$ cat src/rtl/alu_arbiter_pkg.sv
// Shared definitions for the two-requester ALU arbiter: opcodes, FSM states
// and flag bit positions in the {overflow, sign, carry} response field.
package alu_arbiter_pkg;

   localparam logic [3:0] OPC_ADD = 4'b0100;
   localparam logic [3:0] OPC_SUB = 4'b0101;
   localparam logic [3:0] OPC_SHL = 4'b0110;
   localparam logic [3:0] OPC_SHR = 4'b0111;

   localparam int FLAG_OV    = 2;
   localparam int FLAG_SIGN  = 1;
   localparam int FLAG_CARRY = 0;

   typedef enum logic [1:0] {
      IDLE    = 2'd0,
      EXEC    = 2'd1,
      CAPTURE = 2'd2,
      RESP    = 2'd3
   } state_t;

   function automatic logic [2:0] pack_flags(input logic ov, input logic sign, input logic carry);
      logic [2:0] f;
      f             = '0;
      f[FLAG_OV]    = ov;
      f[FLAG_SIGN]  = sign;
      f[FLAG_CARRY] = carry;
      return f;
   endfunction

endpackage

$ cat src/rtl/alu_arbiter_rr_arbiter2.sv
// Two-way round-robin grant. The last winner loses the next tie; last_grant
// only moves when a grant is actually issued (en high).
module rr_arbiter2 (
   input  logic clk,
   input  logic rst,
   input  logic en,
   input  logic req0,
   input  logic req1,
   output logic grant0,
   output logic grant1
);

   logic last_grant_q;
   logic last_grant_d;

   always_comb begin
      grant0       = en & req0 & ~(req1 & ~last_grant_q);
      grant1       = en & req1 & ~grant0;
      last_grant_d = last_grant_q;
      if (grant0) begin
         last_grant_d = 1'b0;
      end else if (grant1) begin
         last_grant_d = 1'b1;
      end
   end

   // Reset to 1 so requester 0 wins the first conflict.
   always_ff @(posedge clk) begin
      if (rst) begin
         last_grant_q <= 1'b1;
      end else begin
         last_grant_q <= last_grant_d;
      end
   end

endmodule

$ cat src/rtl/alu_arbiter.sv
// Shares one registered ALU between two valid/ready requesters. One op is in
// flight at a time: accept, drive ALU for one cycle, capture, hold response.
module alu_arbiter
   import alu_arbiter_pkg::*;
#(
   parameter int DATA_W = 16,
   parameter int OPC_W  = 4
) (
   input  logic              clk,
   input  logic              rst,
   input  logic              req0_valid,
   output logic              req0_ready,
   input  logic [OPC_W-1:0]  req0_opcode,
   input  logic [DATA_W-1:0] req0_a,
   input  logic [DATA_W-1:0] req0_b,
   output logic              rsp0_valid,
   input  logic              rsp0_ready,
   output logic [DATA_W-1:0] rsp0_result,
   output logic [2:0]        rsp0_flags,
   input  logic              req1_valid,
   output logic              req1_ready,
   input  logic [OPC_W-1:0]  req1_opcode,
   input  logic [DATA_W-1:0] req1_a,
   input  logic [DATA_W-1:0] req1_b,
   output logic              rsp1_valid,
   input  logic              rsp1_ready,
   output logic [DATA_W-1:0] rsp1_result,
   output logic [2:0]        rsp1_flags,
   output logic [OPC_W-1:0]  alu_opcode,
   output logic [DATA_W-1:0] alu_a,
   output logic [DATA_W-1:0] alu_b,
   input  logic [DATA_W-1:0] alu_result,
   input  logic              alu_carry,
   input  logic              alu_sign,
   input  logic              alu_overflow,
   output logic              busy
);

   state_t              state_q;
   logic                owner_q;
   logic [OPC_W-1:0]    alu_opcode_q;
   logic [DATA_W-1:0]   alu_a_q;
   logic [DATA_W-1:0]   alu_b_q;
   logic [1:0]          rsp_valid_q;
   logic [DATA_W-1:0]   rsp_result_q [2];
   logic [2:0]          rsp_flags_q  [2];

   logic                grant0;
   logic                grant1;
   logic [1:0]          rsp_ready_w;

   assign rsp_ready_w = {rsp1_ready, rsp0_ready};

   rr_arbiter2 u_rr (
      .clk    (clk),
      .rst    (rst),
      .en     (state_q == IDLE),
      .req0   (req0_valid),
      .req1   (req1_valid),
      .grant0 (grant0),
      .grant1 (grant1)
   );

   // Grants are already qualified by IDLE, so a grant is an accept.
   assign req0_ready = grant0;
   assign req1_ready = grant1;

   always_ff @(posedge clk) begin
      if (rst) begin
         state_q         <= IDLE;
         owner_q         <= 1'b0;
         alu_opcode_q    <= '0;
         alu_a_q         <= '0;
         alu_b_q         <= '0;
         rsp_valid_q     <= '0;
         rsp_result_q[0] <= '0;
         rsp_result_q[1] <= '0;
         rsp_flags_q[0]  <= '0;
         rsp_flags_q[1]  <= '0;
      end else begin
         case (state_q)
            IDLE: begin
               if (grant0 | grant1) begin
                  owner_q      <= grant1;
                  alu_opcode_q <= grant1 ? req1_opcode : req0_opcode;
                  alu_a_q      <= grant1 ? req1_a : req0_a;
                  alu_b_q      <= grant1 ? req1_b : req0_b;
                  state_q      <= EXEC;
               end
            end
            EXEC: begin
               // ALU samples the operands at the end of this cycle; park it on a zero op afterwards.
               alu_opcode_q <= '0;
               alu_a_q      <= '0;
               alu_b_q      <= '0;
               state_q      <= CAPTURE;
            end
            CAPTURE: begin
               rsp_result_q[owner_q] <= alu_result;
               rsp_flags_q[owner_q]  <= pack_flags(alu_overflow, alu_sign, alu_carry);
               rsp_valid_q[owner_q]  <= 1'b1;
               state_q               <= RESP;
            end
            RESP: begin
               if (rsp_ready_w[owner_q]) begin
                  rsp_valid_q[owner_q]  <= 1'b0;
                  rsp_result_q[owner_q] <= '0;
                  rsp_flags_q[owner_q]  <= '0;
                  state_q               <= IDLE;
               end
            end
            default: state_q <= IDLE;
         endcase
      end
   end

   assign alu_opcode  = alu_opcode_q;
   assign alu_a       = alu_a_q;
   assign alu_b       = alu_b_q;
   assign rsp0_valid  = rsp_valid_q[0];
   assign rsp1_valid  = rsp_valid_q[1];
   assign rsp0_result = rsp_result_q[0];
   assign rsp1_result = rsp_result_q[1];
   assign rsp0_flags  = rsp_flags_q[0];
   assign rsp1_flags  = rsp_flags_q[1];
   assign busy        = (state_q != IDLE);

endmodule

$ cat config.mk
export PLATFORM = sky130hd
export DESIGN_NAME = alu_arbiter
export DESIGN_NICKNAME = d
export VERILOG_FILES = /design/src/rtl/alu_arbiter_pkg.sv /design/src/rtl/alu_arbiter_rr_arbiter2.sv /design/src/rtl/alu_arbiter.sv
export SDC_FILE = /design/constraint.sdc
export NUM_CORES = 1
export LEC_CHECK = 0
export ABC_CLOCK_PERIOD_IN_PS = 2600
export CAP_MARGIN = 25
export CORE_MARGIN = 5
export CORE_UTILIZATION = 30
export CTS_CLUSTER_SIZE = 40
export DETAILED_ROUTE_END_ITERATION = 7
export PLACE_DENSITY = 0.74
export SLEW_MARGIN = 20
export SYNTH_ARGS = -nofsm -noshare
export SYNTH_HDL_FRONTEND = slang
export SYNTH_SLANG_ARGS = --single-unit
$ cat constraint.sdc
create_clock -name clk -period 2.6 [get_ports clk]
set_input_delay 0.26 -clock clk [delete_from_list [all_inputs] [get_ports clk]]
set_output_delay 0.26 -clock clk [all_outputs]
set_load 0.02 [all_outputs]
==> results of run 1 <==
-- power by group --
| part | internal (uW) | switching (uW) | leakage (uW) |
|---|---|---|---|
| clock | 546 | 446 | 0.000103 |
| combinational | 881 | 953 | 0.00133 |
| sequential | 1630 | 151 | 0.000740 |
-- worst max-delay path by stage --
stage                                         to  slack (ns)  depth (start not counted)
3_3_place_gp   rsp_result_q[0][13]$_SDFFCE_PN0P_        0.54                          3
2_1_floorplan    rsp_flags_q[0][0]$_SDFFCE_PN0P_        0.55                          3
6_report                              req0_ready        0.34                          5
5_1_grt                               req0_ready        0.21                          5
3_5_place_dp     rsp_flags_q[0][0]$_SDFFCE_PN0P_        0.50                          3
4_1_cts                               req0_ready        0.30                          5
-- cell families (layout without fill, tap and decap cells) --
logic type,after synthesis,in the layout
flops,80,80
simple gates,59,59
compound gates,50,50
mux,37,37
buf+inv,22,202
fa+ha+maj,5,5
-- cells in the mapped netlist, drive strengths merged --
library cell / instances / area share (%)
and3: 1 / 0.23
mux2i: 37 / 11
a211oi: 1 / 0.23
nand3: 1 / 0.15
nand2b: 1 / 0.19
a211o: 1 / 0.26
clkbuf: 7 / 0.79
dfxtp: 42 / 25
buf: 9 / 2.5
ha: 5 / 1.9
and2: 38 / 7.2
a2111oi: 1 / 0.83
inv: 6 / 0.68
nor2: 9 / 1.0
and4b: 1 / 0.30
nand2: 7 / 0.79
or4: 1 / 0.34
a32oi: 1 / 0.26
a21o: 1 / 0.23
a21oi: 7 / 1.1
o2bb2ai: 36 / 9.5
edfxtp: 38 / 34
o21bai: 2 / 0.45
-- metal layers --
| layer | vias up | GRT usage [%] | routed length (um) |
|---|---|---|---|
| met2 | 142 | 21.8 | 3990 |
| met5 | - | 0 | 0 |
| met4 | 0 | 4.15 | 148 |
| met3 | 12 | 6.58 | 1020 |
| li1 | 1277 | - | - |
| met1 | 1162 | 15.2 | 3530 |
-- metrics by stage --
step	total power, uW	cells	instance area (um2)
global route	4880	573	5410
detailed placement	3660	557	5190
floorplan	2810	253	3310
global placement	3620	557	5190
CTS	4680	573	5410
finish	4600	573	5410
-- sequential cells by signal, indices dropped and copies added (netlist names), named ones only --
name and flops:
rsp_result_q 32, alu_a 16, alu_b 16, rsp_flags_q 6, alu_opcode 4, state_q 2
owner_q 1, u_rr.last_grant_q 1
-- critical path, cell delays in order, from the launching register on --
cell and delay (ns):
dfxtp_1 0.35, inv_1 0.11, ha_1 0.32, nand2_1 0.14, a21oi_1 0.13, clkdlybuf4s50_1 0.62
-- cell type report --
class / instances / share of cell area (%)
timing repair buffer: 180 / 33.3
multi-input combinational: 151 / 22.3
tap: 140 / 3.24
sequential: 80 / 36.6
clock buffer: 10 / 2.36
inverter: 6 / 0.416
clock inverter: 6 / 1.71
==> key figures, run 1 <==
Outcome
  – Status: finished, final reports clean

Route
  – Residual DRC: 0
  – Routed Antenna Nets: 0
  – Final wirelength: between 8 and 9 mm
  – Avg WL per Cell: around 15 um
  – Via Count: roughly 2600
  – TritonRoute pass-1 iters: 6
  – Detailed Route Iter0 Violations: 79
  – Vias per cell: ~4.5

CTS
  – Root Buffer: clkbuf_8
  – Clk buf depth: 2
  – PostCTS Resize Cnt: 0
  – Count of hold-fix buffers inserted at cts: 0
  – Num CTS Buffers: 9
  – CTS tree: yes
  – Clock Latency Late Sink: around 0.34 ns
  – H-tree depth: 3
  – Sink Count: 80
  – Post-CTS setup buffer count: 0
  – Clock Pin Slew Worst Setup and Hold Paths: around 0.09 ns

Layout
  – ANT cells: 0
  – Area Growth Syn to Fin: 63.5%
  – # fillers: 975
  – Final Util: roughly 50%
  – Commonest cells after routing, fill and taps aside: clkdlybuf4s50_1, dfxtp_1, and2_1, edfxtp_1, mux2i_1
  – Area of the multi-input gates: about 0.0012 mm2
  – Nets: 530
  – Layout cells sized above 1: between 6 and 7%
  – Commonest non-fill, non-tap cell in the layout: clkdlybuf4s50_1
  – Sequential Area: 0.00198 mm2

Global route
  – First-pass GRT wire length: ~14 mm
  – Tot GR Track Use: between 10% and 20%
  – Global route overflow: 0
  – Pin count of the biggest net entering global routing: 38
  – Initial antenna violation count: 0
  – Vias in the first global route: about 2800

Floorplan
  – Die H: around 120 um
  – Placeable Area: about 0.011 mm2
  – IO Count: 176
  – Chip width: roughly 120 um
  – Die area: 0.0132 mm2
  – Row cnt: 38
  – Initial Util: ~31%

Synth
  – Post-Syn Nets: ~360
  – Synth Area in Compound Gates: approximately an eighth
  – Syn_area_per_cell: approximately 13 um2
  – Adder-cell share of the synthesized area: between 1.5 and 2%
  – Largest family of logic cells by synthesized area: compound AO/OA/AOI/OAI gates
  – Sequential share of the synthesized area: 59.9%
  – #FFs+latches synth: 80
  – Yosys warns: 0
  – XOR/XNOR Fraction of Synth Area: 0%
  – Mux share of post-synthesis cell area: between 10 and 15%
  – Mapped Area: 0.00331 mm2
  – Synth Instances: 253
  – Synth Area in Simple Gates: between 10% and 20%
  – Synth unique cells: 26

Hold path
  – WHS Endpoint: alu_b[12]$_SDFFE_PP0P_
  – Hold path depth: 1
  – HP Start: alu_b[12]$_SDFFE_PP0P_
  – Hold WC Path Type: flop to flop

STA
  – Hold Slack: about 0.47 ns
  – Worst setup margin: roughly 0.34 ns
  – TNS Setup: 0 ns
  – Slew HR: a little over a third
  – FMAX: ~0.44 GHz
  – RSZ-0062 raised after global routing: no
  – Final Skew: 0.0129 ns
  – Worst slew pin tran: around 0.96 ns
  – Fin. max-slew vios: 0
  – Setup Viol. Count Final: 0
  – Final Hold Viols: 0
  – Min Tclk post-route: between 2 and 2.5 ns
  – Tcrit/Tclk final: between 80% and 90%

Worst setup path
  – Worst setup startpoint: state_q[0]$_SDFFE_PP0P_
  – Crit Reg-Reg Startpoint: state_q[0]$_SDFFE_PP0P_
  – Data required, critical path: around 2.3 ns
  – Reg2Reg Capture Point: rsp_result_q[0][14]$_SDFFCE_PN0P_
  – Reg2Reg Depth: 3
  – CP Class: flop to primary output
  – CP arrival: 2.00 ns
  – CP Capture Type: primary output
  – CP max FO: 7
  – CP startpoint kind: flop
  – Worst reg-to-reg setup slack: between 0.6 and 0.7 ns

Place
  – Pre-CTS WS: 0.504 ns
  – PortBufs: 175
  – Final Wtd Congestion: about 0.79
  – HPWL after DPL: 6.83 mm

Job
  – Max-Cap Viols: 0

Pwr
  – Leakage Power: around 0.0022 uW
  – Maximum VDD drop: ~0.35 mV
  – Power density cells: 851 mW/mm2
Power figures use the tool's default switching activity.
==> run 2, diff against run 1 <==
--- a/config.mk
+++ b/config.mk
@@ -12,7 +12,7 @@
 export CTS_CLUSTER_SIZE = 40
 export DETAILED_ROUTE_END_ITERATION = 7
 export PLACE_DENSITY = 0.74
-export SLEW_MARGIN = 20
+export SLEW_MARGIN = 25
 export SYNTH_ARGS = -nofsm -noshare
 export SYNTH_HDL_FRONTEND = slang
 export SYNTH_SLANG_ARGS = --single-unit
==> results of run 2 <==
Final layout, timing and power as in run 1 (identical DEF).
==> run 3, diff against run 2 <==
--- a/config.mk
+++ b/config.mk
@@ -9,6 +9,7 @@
 export CAP_MARGIN = 25
 export CORE_MARGIN = 5
 export CORE_UTILIZATION = 30
+export CTS_BUF_LIST = sky130_fd_sc_hd__clkbuf_8
 export CTS_CLUSTER_SIZE = 40
 export DETAILED_ROUTE_END_ITERATION = 7
 export PLACE_DENSITY = 0.74
==> key figures, run 3 (synthesis results as in run 1) <==
Global route
  – Initial antenna violation count: 0 (unchanged)
  – Tot GR Track Use: 13.3% (unchanged)
  – First-pass GRT wire length: 13.7 mm (unchanged)
  – Global route overflow: 0 (unchanged)
  – Vias in the first global route: 2771 (unchanged)
  – Pin count of the biggest net entering global routing: 38 (unchanged)

Route
  – Detailed Route Iter0 Violations: 79 (unchanged)
  – Avg WL per Cell: 15.2 um (about the same)
  – TritonRoute pass-1 iters: 6 (unchanged)
  – Residual DRC: 0 (unchanged)
  – Vias per cell: 4.53 (unchanged)
  – Routed Antenna Nets: 0 (unchanged)
  – Via Count: 2593 (unchanged)
  – Final wirelength: 8.68 mm (about the same)

Pwr
  – Seq pwr share: 38.6% (about the same)
  – Maximum VDD drop: 0.351 mV (-0.12%)
  – Power Internal: 3050 uW (-0.13%)
  – Combinational share of power: 39.9% (about the same)
  – Power density cells: 850 mW/mm2 (about the same)
  – Part of the power in the clock network: 21.5% (about the same)
  – Leakage Power: 0.00218 uW (+0.19%)
  – Total power: 4600 uW (about the same)
  – Net Sw Frac: 33.7% (+0.040 points)
  – P_sw: 1550 uW (about the same)

Floorplan
  – Die H: 115 um (unchanged)
  – Die area: 0.0132 mm2 (unchanged)
  – Initial Util: 30.5% (unchanged)
  – Chip width: 115 um (unchanged)
  – Placeable Area: 0.0108 mm2 (unchanged)
  – Row cnt: 38 (unchanged)
  – IO Count: 176 (unchanged)

STA
  – Tcrit/Tclk final: 87.2% (about the same)
  – Fin. max-slew vios: 0 (unchanged)
  – Setup Viol. Count Final: 0 (unchanged)
  – TNS Setup: 0 ns (unchanged)
  – Final Skew: 0.0137 ns (+0.000782 ns)
  – FMAX: 0.441 GHz (about the same)
  – Slew HR: 36.0% (about the same)
  – RSZ-0062 raised after global routing: no
  – Min Tclk post-route: 2.27 ns (+0.00112 ns)
  – Final Hold Viols: 0 (unchanged)
  – Worst slew pin tran: 0.959 ns (+0.00000155 ns)

Layout
  – Max reg flops: 32 (unchanged)
  – Commonest cells after routing, fill and taps aside: clkdlybuf4s50_1, dfxtp_1, and2_1, edfxtp_1, mux2i_1
  – ANT cells: 0 (unchanged)
  – Area Growth Syn to Fin: 63.5% (unchanged)
  – Commonest non-fill, non-tap cell in the layout: clkdlybuf4s50_1
  – Layout cells sized above 1: 6.24% (unchanged)
  – Biggest register: rsp_result_q
  – Nets: 530 (unchanged)

Place
  – HPWL after DPL: 6.83 mm (unchanged)
  – PortBufs: 175 (unchanged)
  – Final Wtd Congestion: 0.792 (unchanged)

Worst setup path
  – CP Class: flop to primary output
  – Data required, critical path: 2.34 ns (about the same)
  – CP max FO: 7 (unchanged)
  – CP peak stage delay: 0.62 ns (about the same)
  – Slowest cell on crit path: clkdlybuf4s50_1
  – CP arrival: 2.01 ns (about the same)
  – CP startpoint kind: flop
  – CP Capture Type: primary output
  – Critical Path, Cell by Cell: inv_1 > ha_1 > nand2_1 > a21oi_1 > clkdlybuf4s50_1

CTS
  – PostCTS Resize Cnt: 0 (unchanged)
  – Post-CTS setup buffer count: 0 (unchanged)
  – H-tree depth: 3 (unchanged)
  – Clock Latency Late Sink: 0.34 ns (about the same)
  – Sink Count: 80 (unchanged)
  – Clock Pin Slew Worst Setup and Hold Paths: 0.09 ns (about the same)
  – CTS tree: yes
  – Count of hold-fix buffers inserted at cts: 0 (unchanged)
  – Clk buf depth: 2 (unchanged)
  – Root Buffer: clkbuf_8
  – Num CTS Buffers: 9 (unchanged)

Hold path
  – Hold WC Path Type: flop to flop

Outcome
  – Status: finished, final reports clean

Job
  – Max-Cap Viols: 0 (unchanged)
-- run 3: changes by cell type in the layout (fill, tap and decap cells not counted) --
cell      previous run  this run
clkbuf_1             1         0
inv_1                5         6
-- run 3: stage by stage --
step                      worst slack [ns]  utilization [%]  instance area [um2]  hold WS (ns)  cells
final                                0.334             49.9                 5410         0.467    573
after global routing                 0.209             49.9                 5410         0.481    573
after CTS                            0.301             49.9                 5410         0.469    573
after detailed placement             0.504             47.9                 5190         0.447    557
after global placement               0.541             47.9                 5190         0.443    557
after floorplan                      0.545                -                 3310         0.436    253
-- run 3: final cells by class --
cell class                      instances  area, um2
Tap cell                              140        175
Clock inverter                          7       96.3
Fill cell                             975       5430
Sequential cell                        80       1980
Multi-Input combinational cell        151       1210
Inverter                                6       22.5
Clock buffer                            9        124
Timing Repair Buffer                  180       1800
-- run 3: final timing paths --
kind                            cells after the start                                end                     from  slack (ns)
worst min register to register                      1             alu_b[12]$_SDFFE_PP0P_   alu_b[12]$_SDFFE_PP0P_        0.47
worst min-delay path                                1             alu_b[12]$_SDFFE_PP0P_   alu_b[12]$_SDFFE_PP0P_        0.47
worst max-delay path                                5                         req0_ready  state_q[0]$_SDFFE_PP0P_        0.33
worst max register to register                      3  rsp_result_q[0][14]$_SDFFCE_PN0P_  state_q[0]$_SDFFE_PP0P_        0.63
-- run 3: worst max-delay path: cells and delay by family, from the launching register on --
family                   cells  cell delay (ns)
buffers and inverters        2             0.73
flip-flops                   1             0.35
AND/OR/NAND/NOR              1             0.14
AO/OA/AOI/OAI                1             0.13
adder cells (fa/ha/maj)      1             0.32
-- run 3: per-layer routing --
metal | up-vias | GRT usage (%) | routed length (um)
met3 | 12 | 6.58 | 1020
met2 | 142 | 21.8 | 3990
met1 | 1162 | 15.2 | 3530
met5 | - | 0 | 0
met4 | 0 | 4.15 | 148
li1 | 1277 | - | -
-- run 3: power groups by stage --
stage | Combinational [uW] | Clock [uW] | Sequential (uW)
4_1_cts | 1870 | 1030 | 1780
3_5_place_dp | 1860 | 0 | 1800
5_1_grt | 1980 | 1090 | 1810
3_3_place_gp | 1830 | 0 | 1790
6_report | 1830 | 989 | 1780
2_1_floorplan | 710 | 0 | 2100
